<file path="src/rtl/regfile_dbg_pkg.sv">
// Shared encodings for the register-file debug port: host opcodes, FSM states
// and default datapath widths.
package regfile_dbg_pkg;

    localparam int DATA_W_DEF = 32;
    localparam int ADDR_W_DEF = 5;

    typedef enum logic [1:0] {
        OP_READ  = 2'b00,
        OP_WRITE = 2'b01,
        OP_DUMP  = 2'b10,
        OP_RSVD  = 2'b11
    } op_e;

    typedef enum logic [1:0] {
        ST_IDLE   = 2'b00,
        ST_ACCESS = 2'b01,
        ST_RESP   = 2'b10
    } state_e;

endpackage

</file>
<file path="src/rtl/regfile_dbg_port.sv">
// Host-side debug initiator for the register file: turns READ/WRITE/DUMP commands
// into RF port accesses and returns one response per register touched.
module regfile_dbg_port
    import regfile_dbg_pkg::*;
#(
    parameter int DATA_W     = DATA_W_DEF,
    parameter int ADDR_W     = ADDR_W_DEF,
    parameter int NUM_REGS   = 32,
    parameter int PROTECT_X0 = 1
) (
    input  logic              clk,
    input  logic              rst,
    input  logic              cmd_valid,
    output logic              cmd_ready,
    input  logic [1:0]        cmd_op,
    input  logic [ADDR_W-1:0] cmd_addr,
    input  logic [DATA_W-1:0] cmd_wdata,
    output logic              rsp_valid,
    input  logic              rsp_ready,
    output logic [ADDR_W-1:0] rsp_addr,
    output logic [DATA_W-1:0] rsp_data,
    output logic              rsp_err,
    output logic              rsp_last,
    output logic [ADDR_W-1:0] rf_a1,
    input  logic [DATA_W-1:0] rf_rd1,
    output logic [ADDR_W-1:0] rf_a3,
    output logic [DATA_W-1:0] rf_wd3,
    output logic              rf_we3,
    output logic              dbg_active
);

    localparam logic [ADDR_W-1:0] LAST_IDX = ADDR_W'(NUM_REGS - 1);

    state_e            r_state;
    op_e               r_op;
    logic [ADDR_W-1:0] r_addr;
    logic [DATA_W-1:0] r_wdata;
    logic [ADDR_W-1:0] r_rsp_addr;
    logic [DATA_W-1:0] r_rsp_data;
    logic              r_rsp_err;
    logic              r_rsp_last;

    logic w_x0_blocked;
    logic w_we;

    assign w_x0_blocked = (PROTECT_X0 != 0) && (r_addr == '0);
    assign w_we         = (r_state == ST_ACCESS) && (r_op == OP_WRITE) && !w_x0_blocked;

    // Reset masks the strobe combinationally so an op caught mid-ACCESS never commits.
    assign rf_we3     = w_we && !rst;
    assign rf_a1      = r_addr;
    assign rf_a3      = r_addr;
    assign rf_wd3     = r_wdata;
    assign cmd_ready  = (r_state == ST_IDLE);
    assign rsp_valid  = (r_state == ST_RESP);
    assign dbg_active = (r_state != ST_IDLE);
    assign rsp_addr   = r_rsp_addr;
    assign rsp_data   = r_rsp_data;
    assign rsp_err    = r_rsp_err;
    assign rsp_last   = r_rsp_last;

    always_ff @(posedge clk) begin
        if (rst) begin
            r_state    <= ST_IDLE;
            r_op       <= OP_READ;
            r_addr     <= '0;
            r_wdata    <= '0;
            r_rsp_addr <= '0;
            r_rsp_data <= '0;
            r_rsp_err  <= 1'b0;
            r_rsp_last <= 1'b0;
        end else begin
            case (r_state)
                ST_IDLE: begin
                    if (cmd_valid) begin
                        r_op    <= op_e'(cmd_op);
                        r_addr  <= (op_e'(cmd_op) == OP_DUMP) ? '0 : cmd_addr;
                        r_wdata <= cmd_wdata;
                        r_state <= ST_ACCESS;
                    end
                end
                ST_ACCESS: begin
                    r_rsp_addr <= r_addr;
                    r_rsp_err  <= 1'b0;
                    r_rsp_last <= !((r_op == OP_DUMP) && (r_addr < LAST_IDX));
                    case (r_op)
                        OP_READ, OP_DUMP: r_rsp_data <= rf_rd1;
                        OP_WRITE: begin
                            if (w_x0_blocked) begin
                                r_rsp_data <= '0;
                                r_rsp_err  <= 1'b1;
                            end else begin
                                r_rsp_data <= r_wdata;
                            end
                        end
                        default: begin
                            r_rsp_data <= '0;
                            r_rsp_err  <= 1'b1;
                        end
                    endcase
                    r_state <= ST_RESP;
                end
                ST_RESP: begin
                    // Only a DUMP short of the last index clears rsp_last, so it doubles as "continue".
                    if (rsp_ready) begin
                        if (!r_rsp_last) begin
                            r_addr  <= r_addr + ADDR_W'(1);
                            r_state <= ST_ACCESS;
                        end else begin
                            r_state <= ST_IDLE;
                        end
                    end
                end
                default: r_state <= ST_IDLE;
            endcase
        end
    end

endmodule

</file>
<file path="config.mk">
export PLATFORM = sky130hd
export DESIGN_NAME = regfile_dbg_port
export DESIGN_NICKNAME = d
export VERILOG_FILES = /design/src/rtl/regfile_dbg_pkg.sv /design/src/rtl/regfile_dbg_port.sv
export SDC_FILE = /design/constraint.sdc
export NUM_CORES = 1
export LEC_CHECK = 0
export CORE_ASPECT_RATIO = 2
export CORE_MARGIN = 2
export CORE_UTILIZATION = 41
export DETAILED_ROUTE_END_ITERATION = 12
export PLACE_DENSITY = 0.8
export REMOVE_ABC_BUFFERS = 1
export SYNTH_ARGS = -nofsm -noshare
export SYNTH_HDL_FRONTEND = slang
export SYNTH_SLANG_ARGS = --single-unit
</file>
<file path="constraint.sdc">
create_clock -name clk -period 2.6 [get_ports clk]
set_input_delay 0.52 -clock clk [delete_from_list [all_inputs] [get_ports clk]]
set_output_delay 0.52 -clock clk [all_outputs]
set_load 0.02 [all_outputs]
</file>
==> PnR_summary.wiki, run 1 <==
{| class="wikitable"
! Metric !! Value
|-
| RSZ-0062 raised after global routing || no
|-
| Req. time, crit path || roughly 2.1 ns
|-
| Global placer's final weighted congestion || slightly above 0.8
|-
| # fillers || between 600 and 700
|-
| Count of pins on the block boundary || 160
|-
| Total placed instance area || between 4000 and 5000 um2
|-
| Worst hold path class || flop to flop
|-
| Maximum clock rate || 0.4230 GHz
|-
| Worst clock skew on the final layout || between 0.004 and 0.005 ns
|-
| Detailed-route wire length || about 10 mm
|-
| Residual DRC count || 0
|-
| Global-route wire length before repair || about 16 mm
|-
| Total via count in the routed design || 3,301
|-
| Count of TritonRoute iterations in the first routing pass || 4
|-
| Synth area leaders || sky130_fd_sc_hd__dfxtp_1, sky130_fd_sc_hd__a21oi_1, sky130_fd_sc_hd__nand2_1
|-
| Period Utilization, post-route || around nine tenths
|-
| Clock insertion delay at the later pin of the skew report || ~0.33 ns
|-
| Global Route met1 Usage || 21.46%
|-
| Vertical die dimension || between 100 and 150 um
|-
| Worst max-slew margin expressed relative to the limit || a little over two fifths
|-
| Share of synthesized flip-flops with an asynchronous set or reset || 0%
|-
| Max VDD drop || around 560 uV
|-
| Full die area || slightly below 9000 um2
|-
| Buffer levels on the longest clock path || 2
|-
| #FFs+latches synth || 80
|-
| Post-DR vias/cell || between 5 and 6
|-
| Tot Pwr || 3.146 mW
|-
| Final std cells w/o fill || ~630
|-
| Number of warnings issued by yosys || 0
|-
| Post-layout util || approximately two thirds
|-
| Met2 Use GR || a little over two fifths
|-
| Final number of setup-violating endpoints || 0
|-
| Antenna-violating nets left || 0
|-
| Maximum capacitance violations || 0
|-
| Setup crit end kind || output port
|-
| Dominant register cell in the synthesized netlist || sky130_fd_sc_hd__dfxtp_1
|-
| Post-synth EDFFs || 0
|-
| Sequential area share after synthesis || 48.36%
|-
| Register clock-pin slew on the reported worst setup and hold paths || 0.05 ns
|-
| Unique cell type count in the Yosys netlist || 36
|-
| Minimum clock period after layout || between 2 and 2.5 ns
|-
| Starting density of the core || 42.00%
|-
| Summed instance area of the synthesized netlist || 3312 um2
|-
| CTS tree || done
|-
| Number of placed instances with taps included || between 600 and 700
|-
| Total Routing Usage GR || a little under a quarter
|-
| Final Cell Area || ~5200 um2
|-
| WP data arrival || about 1.8 ns
|-
| Global-route met3 utilization || 5.651%
|-
| Clock root cell || sky130_fd_sc_hd__clkbuf_16
|-
| Cell type with the largest total area after synthesis || sky130_fd_sc_hd__dfxtp_1
|-
| Core Footprint || 7885 um2
|-
| Port buffer count || roughly 160
|-
| TritonCTS Buffers || 9
|-
| Hold-fix buffer count after cts || 0
|-
| Worst Tran Pin Value || about 0.86 ns
|-
| Total count of max-transition violations in the final report || 0
|-
| Maximum number of pins on one net before global-route repair || 82
|-
| Vias in the first global route || 3,217
|-
| Number of nets in the finished design || approximately 600
|-
| Register-to-Register Setup Slack || 0.78 ns
|-
| Overall overflow remaining after global route || 0
|-
| Horizontal extent of the die || around 68 um
|-
| Power density of the placed cells || about 610 nW/um2
|-
| Number of diodes || 0
|-
| Number of antenna violations at the first check in global routing || 0
|-
| Standard-cell row count || 46
|-
| Final-report hold violation count || 0
|-
| Post-Synthesis Cells || ~380
|-
| HPWL after DPL || ~7 mm
|-
| Type of the setup path with the least slack || flop to output port
|-
| Type of element launching the critical path || flop
|-
| Number of H-tree levels || 3
|-
| Area added between synthesis and finish || 56.25%
|-
| DR iter-0 viols || 123
|-
| Avg Inst Size Synth || ~8.7 um2
|-
| Largest fanout on the critical path || 3
|-
| Static power due to leakage || 1.805 nW
|-
| CTS sink count || 80
|-
| Fraction of synthesized cell area taken by the top area cell type || 48.36%
|-
| Top Usage Layer GRT || met2
|-
| Layout cells sized above 1 || 5.293%
|-
| Average wire per standard cell || between 15 and 20 um
|-
| Outcome || completed
|}
==> sequential cells by signal, indices dropped and copies added, names as in the netlist <==
name,flops
rsp_data,32
r_op,2
r_state,2
rsp_addr,5
rsp_err,1
rsp_last,1
rf_wd3,32
rf_a1,5
==> worst paths after layout <==
path	from	endpoint	depth (start not counted)
worst min-delay path	rsp_addr[3]$_SDFFE_PP0N_	rsp_addr[3]$_SDFFE_PP0N_	2
worst max-delay path	rf_a1[0]$_SDFFE_PP0P_	rf_we3	5
worst min register to register	rsp_addr[3]$_SDFFE_PP0N_	rsp_addr[3]$_SDFFE_PP0N_	2
worst max register to register	rf_a1[0]$_SDFFE_PP0P_	rsp_data[25]$_SDFFE_PP0N_	6
==> per-stage QoR <==
stage | worst slack (ns) | TNS, ns | hold WS (ns)
2_1_floorplan | -0.7543 | -16.14 | 0.4381
3_3_place_gp | 0.3180 | 0 | 0.4437
3_5_place_dp | 0.2879 | 0 | 0.4463
4_1_cts | 0.2147 | 0 | 0.4536
5_1_grt | 0.1601 | 0 | 0.4775
6_report | 0.2362 | 0 | 0.4518
==> synth_stat cells, types with 2 or more instances <==
library cell	number
sky130_fd_sc_hd__o2bb2ai_1	31
sky130_fd_sc_hd__buf_4	5
sky130_fd_sc_hd__nand2b_1	3
sky130_fd_sc_hd__ha_1	2
sky130_fd_sc_hd__a21oi_1	76
sky130_fd_sc_hd__nor2b_1	3
sky130_fd_sc_hd__a221oi_1	3
sky130_fd_sc_hd__inv_1	5
sky130_fd_sc_hd__a211oi_1	2
sky130_fd_sc_hd__buf_1	2
sky130_fd_sc_hd__nor2_1	5
sky130_fd_sc_hd__nand3_1	2
sky130_fd_sc_hd__nor3b_1	32
sky130_fd_sc_hd__clkbuf_1	20
sky130_fd_sc_hd__or2_1	2
sky130_fd_sc_hd__dfxtp_1	80
sky130_fd_sc_hd__buf_6	3
sky130_fd_sc_hd__nand2_1	81
sky130_fd_sc_hd__nor3_1	2
sky130_fd_sc_hd__buf_2	7
==> cell usage in the layout, fill, tap and decap left out, types with 2 or more instances in the layout <==
| cell type | Yosys | final |
|---|---|---|
| sky130_fd_sc_hd__inv_1 | 5 | 5 |
| sky130_fd_sc_hd__clkbuf_1 | 20 | 3 |
| sky130_fd_sc_hd__nor3_1 | 2 | 2 |
| sky130_fd_sc_hd__a221oi_1 | 3 | 3 |
| sky130_fd_sc_hd__o2bb2ai_1 | 31 | 31 |
| sky130_fd_sc_hd__nand3_1 | 2 | 2 |
| sky130_fd_sc_hd__a21oi_1 | 76 | 76 |
| sky130_fd_sc_hd__nand2b_1 | 3 | 2 |
| sky130_fd_sc_hd__clkdlybuf4s50_1 | 0 | 157 |
| sky130_fd_sc_hd__or2_1 | 2 | 2 |
| sky130_fd_sc_hd__ha_1 | 2 | 2 |
| sky130_fd_sc_hd__nor2b_1 | 3 | 3 |
| sky130_fd_sc_hd__a211oi_1 | 2 | 2 |
| sky130_fd_sc_hd__dfxtp_1 | 80 | 80 |
| sky130_fd_sc_hd__clkbuf_16 | 0 | 9 |
| sky130_fd_sc_hd__nor2_1 | 5 | 5 |
| sky130_fd_sc_hd__nand2_1 | 81 | 81 |
| sky130_fd_sc_hd__buf_4 | 5 | 11 |
| sky130_fd_sc_hd__nor3b_1 | 32 | 32 |
==> cells by family after synthesis <==
group           count (synthesis)  synth area share (%)
simple gates                  137                 21.46
compound gates                119                 22.78
xor+xnor                        1                0.2645
buf+inv                        43                 6.385
flops                          80                 48.36
fa+ha+maj                       2                0.7555
==> report_power, final <==
part | leakage [nW] | switching, mW | internal, mW | total, mW
registers | 0.654 | 0.0516 | 1.30 | 1.36
clock network | 0.126 | 0.440 | 0.660 | 1.10
logic | 1.03 | 0.353 | 0.337 | 0.690
total | 1.80 | 0.845 | 2.30 | 3.15
==> repair_timing <==
| item | in CTS | in global routing |
|---|---|---|
| endpoints found under the setup margin | 1 | 0 |
| hold endpoints to repair | 0 | 0 |
| resized for setup | 1 | 0 |
| buffers inserted | 0 | 0 |
==> worst max-delay path: stages (launching register included) <==
cell	delay [ns]
sky130_fd_sc_hd__dfxtp_1	0.32
sky130_fd_sc_hd__inv_1	0.07
sky130_fd_sc_hd__ha_1	0.20
sky130_fd_sc_hd__a31o_1	0.27
sky130_fd_sc_hd__nor4b_4	0.28
sky130_fd_sc_hd__dlygate4sd2_1	0.37
==> routing by layer <==
metal / routed length [um] / up-vias
li1: - / 1618
met1: 3553 / 1540
met2: 5741 / 119
met3: 503 / 24
met4: 442 / 0
met5: 0 / -
==> final cells by class <==
class | instances | area (um2) | area share, %
Clock inverter | 1 | 5.005 | 0.09671
Tap cell | 96 | 120.1 | 2.321
Clock buffer | 13 | 250.2 | 4.836
Inverter | 6 | 22.52 | 0.4352
Sequential cell | 80 | 1602 | 30.95
Timing Repair Buffer | 170 | 1668 | 32.23
Multi-Input combinational cell | 259 | 1508 | 29.13
No activity file was read; power rests on OpenSTA's default activity.
==> run 2: changes to the inputs <==
- CTS_CLUSTER_DIAMETER: unset -> 40
==> results of run 2 <==
No change in the layout: final DEF, timing and power equal those of run 1.
==> run 3: changes to the inputs <==
- HOLD_SLACK_MARGIN: unset -> 0.06
==> results of run 3 <==
No change in the layout: final DEF, timing and power equal those of run 1.
